[config.mk]
export PLATFORM = sky130hd
export DESIGN_NAME = iu_div_seq
export DESIGN_NICKNAME = d
export VERILOG_FILES = /design/src/rtl/libiu.sv /design/src/rtl/iu_div_step.sv /design/src/rtl/iu_div_seq.sv
export SDC_FILE = /design/constraint.sdc
export NUM_CORES = 1
export LEC_CHECK = 0
export BUFFER_PORTS_ARGS = -buffer_cell sky130_fd_sc_hd__clkbuf_2
export CORE_MARGIN = 1.5
export CORE_UTILIZATION = 53
export DETAILED_ROUTE_END_ITERATION = 12
export MAX_ROUTING_LAYER = met4
export PLACE_DENSITY = 0.83
export RECOVER_POWER = 50
export SYNTH_ARGS = -nofsm -noshare
export SYNTH_HDL_FRONTEND = slang
export SYNTH_SLANG_ARGS = --single-unit
export TNS_END_PERCENT = 1
[constraint.sdc]
create_clock -name clk -period 8.5 [get_ports clk]
set_input_delay 0.85 -clock clk [delete_from_list [all_inputs] [get_ports clk]]
set_output_delay 0.85 -clock clk [all_outputs]
set_load 0.05 [all_outputs]
[src/rtl/libiu.sv]
// Shared integer-unit types: ALU flags, mul/shf/div control, divider state and request/result bundles.
package libiu;

    localparam int unsigned DivDw   = 32;
    localparam int unsigned DivTidw = 6;

    typedef struct packed {
        logic n;
        logic z;
        logic v;
        logic c;
    } alu_flag_type;

    typedef enum logic [1:0] {c_MUL, c_SMUL, c_UDIV, c_SDIV} mul_ctrl_type;

    typedef enum logic [1:0] {StIdle, StRun, StDone} div_state_type;

    typedef struct packed {
        logic [DivTidw-1:0] tid;
        logic               sgn;
        logic [DivDw-1:0]   y;
        logic [DivDw-1:0]   op1;
        logic [DivDw-1:0]   op2;
    } div_in_type;

    typedef struct packed {
        logic [DivTidw-1:0] tid;
        logic [DivDw-1:0]   result;
        alu_flag_type       flag;
        logic               divz;
    } div_out_type;

    // c_SDIV drives in_signed; every other divide mode is unsigned.
    function automatic logic div_is_signed(input mul_ctrl_type ctrl);
        return ctrl == c_SDIV;
    endfunction

endpackage

[src/rtl/iu_div_step.sv]
// Combinational restoring-division step retiring BPC quotient bits, MSB first.
module iu_div_step #(
    parameter int unsigned DW  = 32,
    parameter int unsigned BPC = 1
) (
    input  logic [DW-1:0]  rem_i,
    input  logic [BPC-1:0] bits_i,
    input  logic [DW-1:0]  dvs_i,
    output logic [DW-1:0]  rem_o,
    output logic [BPC-1:0] q_o
);

    logic [DW:0]   trial;
    logic [DW-1:0] rem;

    always_comb begin
        trial = '0;
        rem   = rem_i;
        q_o   = '0;
        for (int i = BPC - 1; i >= 0; i--) begin
            trial = {rem, bits_i[i]};
            if (trial >= {1'b0, dvs_i}) begin
                trial  = trial - {1'b0, dvs_i};
                q_o[i] = 1'b1;
            end
            rem = trial[DW-1:0];
        end
        rem_o = rem;
    end

endmodule

[src/rtl/iu_div_seq.sv]
// Sequential SPARC V8 UDIV/SDIV unit: {Y,op1} / op2, BPC bits per cycle, with handshake and kill.
// Optional IU_DIV_FASTZERO_EN: finish in one cycle when |dividend| < |divisor|.
module iu_div_seq
    import libiu::*;
#(
    parameter int unsigned DW   = 32,
    parameter int unsigned BPC  = 1,
    parameter int unsigned TIDW = 6
) (
    input  logic            clk,
    input  logic            rstn,
    input  logic            in_valid,
    output logic            in_ready,
    input  logic [TIDW-1:0] in_tid,
    input  logic            in_signed,
    input  logic [DW-1:0]   in_y,
    input  logic [DW-1:0]   in_op1,
    input  logic [DW-1:0]   in_op2,
    input  logic            kill,
    output logic            out_valid,
    input  logic            out_ready,
    output logic [TIDW-1:0] out_tid,
    output logic [DW-1:0]   out_result,
    output logic [3:0]      out_flag,
    output logic            out_divz
);

    localparam int unsigned NIter = DW / BPC;
    localparam int unsigned CntW  = $clog2(NIter);
    localparam logic [DW-1:0] MinNeg = {1'b1, {(DW-1){1'b0}}};
    localparam logic [DW-1:0] MaxPos = {1'b0, {(DW-1){1'b1}}};

    div_state_type  state_q;
    logic           in_ready_q;
    logic           out_valid_q;
    logic [TIDW-1:0] out_tid_q;
    logic [DW-1:0]  out_result_q;
    alu_flag_type   out_flag_q;
    logic           out_divz_q;

    logic           mode_q;
    logic           neg_q;
    logic           ovf_q;
    logic [DW-1:0]  rem_q;
    logic [DW-1:0]  lo_q;
    logic [DW-1:0]  dvs_q;
    logic [CntW-1:0] cnt_q;

    logic            y_neg;
    logic            d_neg;
    logic [2*DW-1:0] dvd_raw;
    logic [2*DW-1:0] dvd_mag;
    logic [DW-1:0]   dvs_mag;
    logic            pre_ovf;

    logic [DW-1:0]  step_rem;
    logic [BPC-1:0] step_q;
    logic [DW-1:0]  lo_d;
    logic [DW-1:0]  res_pp;
    logic           v_pp;

    always_comb begin
        y_neg   = in_signed & in_y[DW-1];
        d_neg   = in_signed & in_op2[DW-1];
        dvd_raw = {in_y, in_op1};
        dvd_mag = y_neg ? -dvd_raw : dvd_raw;
        dvs_mag = d_neg ? -in_op2 : in_op2;
        pre_ovf = dvd_mag[2*DW-1:DW] >= dvs_mag;
    end

`ifdef IU_DIV_FASTZERO_EN
    logic fast_zero;
    assign fast_zero = (dvd_mag[2*DW-1:DW] == '0) && (dvd_mag[DW-1:0] < dvs_mag);
`endif

    iu_div_step #(
        .DW  (DW),
        .BPC (BPC)
    ) u_step (
        .rem_i  (rem_q),
        .bits_i (lo_q[DW-1 -: BPC]),
        .dvs_i  (dvs_q),
        .rem_o  (step_rem),
        .q_o    (step_q)
    );

    // Quotient bits shift into the bottom of lo_q as dividend bits leave the top.
    assign lo_d = {lo_q[DW-BPC-1:0], step_q};

    always_comb begin
        res_pp = lo_d;
        v_pp   = 1'b0;
        if (!mode_q) begin
            if (ovf_q) begin
                res_pp = '1;
                v_pp   = 1'b1;
            end
        end else if (!neg_q) begin
            if (ovf_q || lo_d[DW-1]) begin
                res_pp = MaxPos;
                v_pp   = 1'b1;
            end
        end else if (ovf_q || (lo_d > MinNeg)) begin
            res_pp = MinNeg;
            v_pp   = 1'b1;
        end else begin
            res_pp = -lo_d;
        end
    end

    function automatic alu_flag_type mk_flag(input logic [DW-1:0] r, input logic v);
        alu_flag_type f;
        f.n = r[DW-1];
        f.z = (r == '0);
        f.v = v;
        f.c = 1'b0;
        return f;
    endfunction

    always_ff @(posedge clk) begin
        if (!rstn) begin
            state_q      <= StIdle;
            in_ready_q   <= 1'b1;
            out_valid_q  <= 1'b0;
            out_tid_q    <= '0;
            out_result_q <= '0;
            out_flag_q   <= '0;
            out_divz_q   <= 1'b0;
            mode_q       <= 1'b0;
            neg_q        <= 1'b0;
            ovf_q        <= 1'b0;
            rem_q        <= '0;
            lo_q         <= '0;
            dvs_q        <= '0;
            cnt_q        <= '0;
        end else if (kill) begin
            state_q     <= StIdle;
            in_ready_q  <= 1'b1;
            out_valid_q <= 1'b0;
        end else begin
            unique case (state_q)
                StIdle: begin
                    if (in_valid) begin
                        out_tid_q <= in_tid;
                        mode_q    <= in_signed;
                        neg_q     <= y_neg ^ d_neg;
                        ovf_q     <= pre_ovf;
                        rem_q     <= dvd_mag[2*DW-1:DW];
                        lo_q      <= dvd_mag[DW-1:0];
                        dvs_q     <= dvs_mag;
                        cnt_q     <= CntW'(NIter - 1);
                        in_ready_q <= 1'b0;
                        if (in_op2 == '0) begin
                            state_q      <= StDone;
                            out_valid_q  <= 1'b1;
                            out_divz_q   <= 1'b1;
                            out_result_q <= '0;
                            out_flag_q   <= '0;
                        end
`ifdef IU_DIV_FASTZERO_EN
                        else if (fast_zero) begin
                            state_q      <= StDone;
                            out_valid_q  <= 1'b1;
                            out_divz_q   <= 1'b0;
                            out_result_q <= '0;
                            out_flag_q   <= mk_flag('0, 1'b0);
                        end
`endif
                        else begin
                            state_q <= StRun;
                        end
                    end
                end
                StRun: begin
                    rem_q <= step_rem;
                    lo_q  <= lo_d;
                    cnt_q <= cnt_q - CntW'(1);
                    if (cnt_q == '0) begin
                        state_q      <= StDone;
                        out_valid_q  <= 1'b1;
                        out_divz_q   <= 1'b0;
                        out_result_q <= res_pp;
                        out_flag_q   <= mk_flag(res_pp, v_pp);
                    end
                end
                StDone: begin
                    if (out_ready) begin
                        state_q     <= StIdle;
                        out_valid_q <= 1'b0;
                        in_ready_q  <= 1'b1;
                    end
                end
                default: begin
                    state_q     <= StIdle;
                    out_valid_q <= 1'b0;
                    in_ready_q  <= 1'b1;
                end
            endcase
        end
    end

    assign in_ready   = in_ready_q;
    assign out_valid  = out_valid_q;
    assign out_tid    = out_tid_q;
    assign out_result = out_result_q;
    assign out_flag   = out_flag_q;
    assign out_divz   = out_divz_q;

endmodule
[Yosys cells after proc, flatten, opt, wreduce, memory -nomap -nowiden]
Index checks and enable logic that the tools add are counted.
Operators by class
  $add $sub $neg: 5
  order comparisons: 3
  equal/unequal tests: 6
  muxes and demuxes: 43
  bitwise gates (word level): 6
  reductions and logical operators: 14
Operator list (number)
  $mux 32: 12
  $pmux 32 s2: 3
  $logic_not 32->1: 2
  $mux 64: 1
  $neg 32->32: 2
  $neg 64->64: 1
  $ge 33x32->1: 1
  $ge 32x32->1: 1
  $gt 32x32->1 const B: 1
  $sub 32x32->32: 1
  $mux 1: 13
  $mux 4: 3
  $reduce_and 3->1: 4
  $pmux 5 s2: 1
  $mux 2: 4
  $ne 2x2->1 const B: 4
  $pmux 4 s2: 1
  $pmux 1 s3: 2
  $pmux 2 s3: 1
  $logic_not 5->1: 1
  $mux 5: 1
  $reduce_and 5->1: 1
  $sub 5x1->5 const B: 1
  $reduce_and 4->1: 1
  other kinds (10): 14
Storage, ports and cells
  register bits after elaboration: 151
  bits of input ports: 108
  output and inout port bits: 45
  logic and storage cells: 94

[Depth between registers and ports, before layout]
  depth in word-level cells: 10
  depth in mapped cells: 23
  mapped depth without buffers: 21

[Hierarchy]
A second synthesis with hierarchy kept.
Second synthesis, totals
  cell total of the unflattened synthesis: 1577
  area total of the unflattened synthesis: 11980.2 um^2
By module, submodules not included
  iu_div_seq: instances 1, cells each 1254, area each 9649.3 um^2, seq. area each 2982.9 um^2
  iu_div_step: instances 1, cells each 323, area each 2331.0 um^2, seq. area each 0.0 um^2

[Least setup slack after synthesis]
Ideal clock, no wire load.
  path type: register to register
  from: register dvs_q[2]
  to: register out_flag_q (netlist bit out_flag[2])
  library setup time: 0.069 ns
  arrival time: 4.747 ns
  data required time: 8.431 ns
  path slack: 3.684 ns
  stages on the path, launching flop included: 22
  path buffers: 2
  clock period less this slack: 4.816 ns
  path through: dfxtp_1 -> inv_1 -> ha_1 -> a21oi_1 -> a211oi_2 -> nor4b_4 -> o32ai_4 -> or2_1 -> inv_2 -> clkbuf_1 -> buf_1 -> ha_1 -> nor4b_2 -> nand3_1 -> nor4_2 -> mux2i_1 -> o211ai_1 -> a2111oi_0 -> nand4_1 -> nor4_1 -> nand4_1 -> o21ai_1
Between the ends
  word-level cells in the longest chain between the ends: 10
  elaborated cells between the ends (all ways): 13
  those cells by class: add/sub (1); order compare (2); mux (8); reduce/logical (2)
RTL lines
  start: declaration: line iu_div_seq.sv:46  | logic [DW-1:0] dvs_q;
  start signal: assignment: line iu_div_seq.sv:150  | dvs_q <= dvs_mag;
  $ge 33x32->1 (*): line iu_div_step.sv:22  | if (trial >= {1'b0, dvs_i}) begin
  $mux 1 (*): line iu_div_step.sv:22
  $gt 32x32->1: line iu_div_seq.sv:103  | end else if (ovf_q || (lo_d > MinNeg)) begin
  $logic_or 1x1->1: line iu_div_seq.sv:103
  $mux 32: line iu_div_seq.sv:103
  $mux 32: line iu_div_seq.sv:98  | end else if (!neg_q) begin
  $mux 32 (*): line iu_div_seq.sv:93  | if (!mode_q) begin
  $logic_not 32->1 (*): line iu_div_seq.sv:114  | f.z = (r == '0);
  $mux 4 (*): line iu_div_seq.sv:178  | if (cnt_q == '0) begin
  $pmux 4 s2 (*): line iu_div_seq.sv:141  | unique case (state_q)
  end signal: assignment: line iu_div_seq.sv:183  | out_flag_q <= mk_flag(res_pp, v_pp);
  end: declaration: line iu_div_seq.sv:38  | alu_flag_type out_flag_q;
Mark *: on every way between the ends. The rest lies on a longest branch, timed or not. The select of a mux whose other input is x is not followed.
A chain may end at the register's enable or synchronous reset.

[Worst setup path in the final report]
Same ends and word-level chain as after synthesis.

==> flow_metrics.tcl <==
set metrics [dict create \
    worst_pin_slew_ns 3.893 \
    skew_ns 0.009500 \
    gp_routability_congestion 0.9657 \
    synth_cell_types 89 \
    numPortBuffers 151 \
    path_clk_slew_ns 0.07 \
    hold_path_startpoint "out_divz$_SDFFE_PN0P_" \
    crit_required_ns 8.86 \
    yosysTopAreaCellShare_pct 24.39 \
    postRouteAntennaNets 0 \
    cts.path.max_buffers 2 \
    clock_sinks 149 \
    max_cap_viol_count 3 \
    crit_start "dvs_q[2]$_SDFFE_PN0P_" \
    die_w_um 154.9 \
    num-fill-cells 2083 \
    cp-end-kind "flop" \
    cp_max_fo 50 \
    yosys_warnings 0 \
    rsz0062_at_grt "no" \
    syn_area_um2 12230 \
    antenna_found_initial 0 \
    grt_pass1_wl_mm 63.39 \
    viasPerCell 6.409 \
    die_y_um 154.9 \
    core_area_um2 22640 \
    num_io_pins 153 \
    avgSynthCellArea_um2 7.521 \
    synth_nets 1804 \
    slew_headroom_pct -159.5 \
    synthArstFlopShare_pct 0 \
    die_area_um2 23990 \
    cellLeakagePower_nw 5.504 \
    cts_tree "yes" \
    holdBufCountCts 0 \
    routed_wl_mm 39.52 \
    synthTopCellsByCount "nand2_1 (170), dfxtp_1 (149), nor2_1 (132), a21oi_1 (125), clkbuf_1 (96)" \
    seq_area_um2 2983 \
    synthTopCellsByArea "dfxtp_1 (24%), ha_1 (7.1%), nand2_1 (5.2%), a21oi_1 (5.1%), xnor2_1 (4.4%)" \
    post_cts_resize_count 0 \
    failed_checks "capacitance limit, slew limit" \
    final_max_slew_viol_count 183 \
    dp_hpwl_mm 28.76 \
    fin_area_um2 13570 \
    rows 55 \
    peakVddDrop_uv 107.7 \
    status "finished with violations" \
    root_buffer "clkbuf_16" \
    synth_area_leader_cell "dfxtp_1" \
    setup_viol 0 \
    vias 12774 \
    grt_max_degree 104 \
    drive_above_1_share_pct 11.01 \
    htreeDepth 4 \
    clock.fmax_mhz 167.6 \
    grt_pass1_vias 12246 \
    clock_latency_ns 0.44 \
    hold_viol_final 0 \
    wl_per_cell_um 19.83 \
    dp_cells 1962 \
    arrival_ns 6.33 \
    synth_edf_count 0 \
    yosysSeqAreaShare_pct 24.39 \
    post-route-period-util_pct 70.21 \
    start_kind "flop" \
    cts_buffers 17 \
    holdWs_ns 0.4514 \
    track_usage_pct 33.92 \
    nNetsFinal 1874 \
    hold_class "flop to flop" \
    synth.most_common_cell "nand2_1" \
    synth_cells 1626 \
    fin_setup_tns_ns 0 \
    r2r-start "dvs_q[2]$_SDFFE_PN0P_" \
    cellPowerDensity_nw_per_um2 183.5 \
    area_delta_synth_final_pct 10.97 \
    min_period_ns 5.968 \
    fin_cells 1993 \
    first_pass_iters 8 \
    synth-main-ff-cell "dfxtp_1" \
    overflow 0 \
    power_w 0.002490 \
    synth-seq-cells 149 \
    multi_input_area_um2 8603 \
    start_util_pct 54.01 \
    critPathKind "flop to flop" \
    post_cts_buffers 0 \
    drc 0 \
    dr.first_iter.drc_count 1333 \
    place_area_um2 13020 \
]
[per-layer routing]
metal / wire (um) / vias up / global-route usage, % / part of all wire, %
met5: 0 / - / - / 0
met1: 16410 / 6038 / 40.20 / 42
met2: 18910 / 553 / 56.89 / 48
met3: 2581 / 118 / 5.209 / 6.5
met4: 1615 / 0 / 15.29 / 4.1
li1: - / 6065 / - / -
[cell families after synthesis]
| logic type | count (synthesis) | synth area share (%) |
|---|---|---|
| simple gates | 590 | 24.48 |
| compound gates | 521 | 29.29 |
| buf+inv | 170 | 5.535 |
| flops | 149 | 24.39 |
| xor+xnor | 118 | 8.451 |
| fa+ha+maj | 70 | 7.223 |
| mux | 7 | 0.5934 |
| other cells | 1 | 0.03066 |
[final timing paths]
kind	end	slack (ns)	cells past startpoint
setup / recovery	out_flag[2]$_SDFFE_PN0P_	2.53	19
hold / removal	out_divz$_SDFFE_PN0P_	0.45	2
setup reg to reg	out_flag[2]$_SDFFE_PN0P_	2.53	19
hold reg to reg	out_divz$_SDFFE_PN0P_	0.45	2
[where the power goes]
group          internal, W  leakage, nW  switching, W
clock             0.000497        0.295      0.000318
combinational     0.000330         3.99      0.000548
sequential        0.000743         1.22     0.0000545
[critical path: stages (launching register included)]
cell,delay [ns]
dfxtp_1,0.33
inv_1,0.05
ha_1,0.33
a21oi_1,0.29
a211oi_2,0.15
nor4b_4,0.49
o32ai_4,0.21
or2_1,0.27
inv_2,0.63
ha_1,0.34
nor4b_2,0.35
nand3_1,0.41
nor4_2,0.49
mux2i_1,0.28
o211ai_1,0.11
a2111oi_0,0.55
nand4_1,0.15
nor4_1,0.20
nand4_1,0.12
o21ai_1,0.13
[state kept, by name, summed over array words and instances, names as in the netlist]
signal and flops:
out_divz 1, cnt_q 5, out_valid 1, lo_q 32, dvs_q 32, mode_q 1
in_ready 1, neg_q 1, out_result 32, ovf_q 1, state_q 2, out_flag 2
out_tid 6, rem_q 32
[cell type report]
cell class,count,share of cell area (%)
diodes,1,0.01844
well taps,285,2.628
inverters,56,1.549
multi-input cells,1307,63.40
clock buffers,18,3.236
clock inverters,12,1.318
flip-flops and latches,149,21.98
repair buffers,165,5.873
[placed cells by master (no fill, tap or decap), types with 17 or more instances in the layout]
cell,count
o31ai_1,27
nor2_1,131
a21o_1,30
nand3_1,46
o21ai_0,84
nor4_1,19
dfxtp_1,149
o211ai_1,32
nor2b_1,65
nor3_1,34
clkbuf_16,17
xor2_1,56
nand4_1,20
nand2_1,170
a21boi_0,26
xnor2_1,62
inv_1,55
ha_1,69
clkbuf_2,106
o211a_1,31
clkbuf_1,47
a21oi_1,125
a211oi_1,41
[stage by stage]
stage	setup WS (ns)	util (%)
finish	2.532	59.94
global route	2.056	59.93
CTS	2.619	60.22
detailed placement	2.701	57.49
global placement	2.782	57.49
floorplan	3.684	-
No activity file was read; power rests on OpenSTA's default activity.
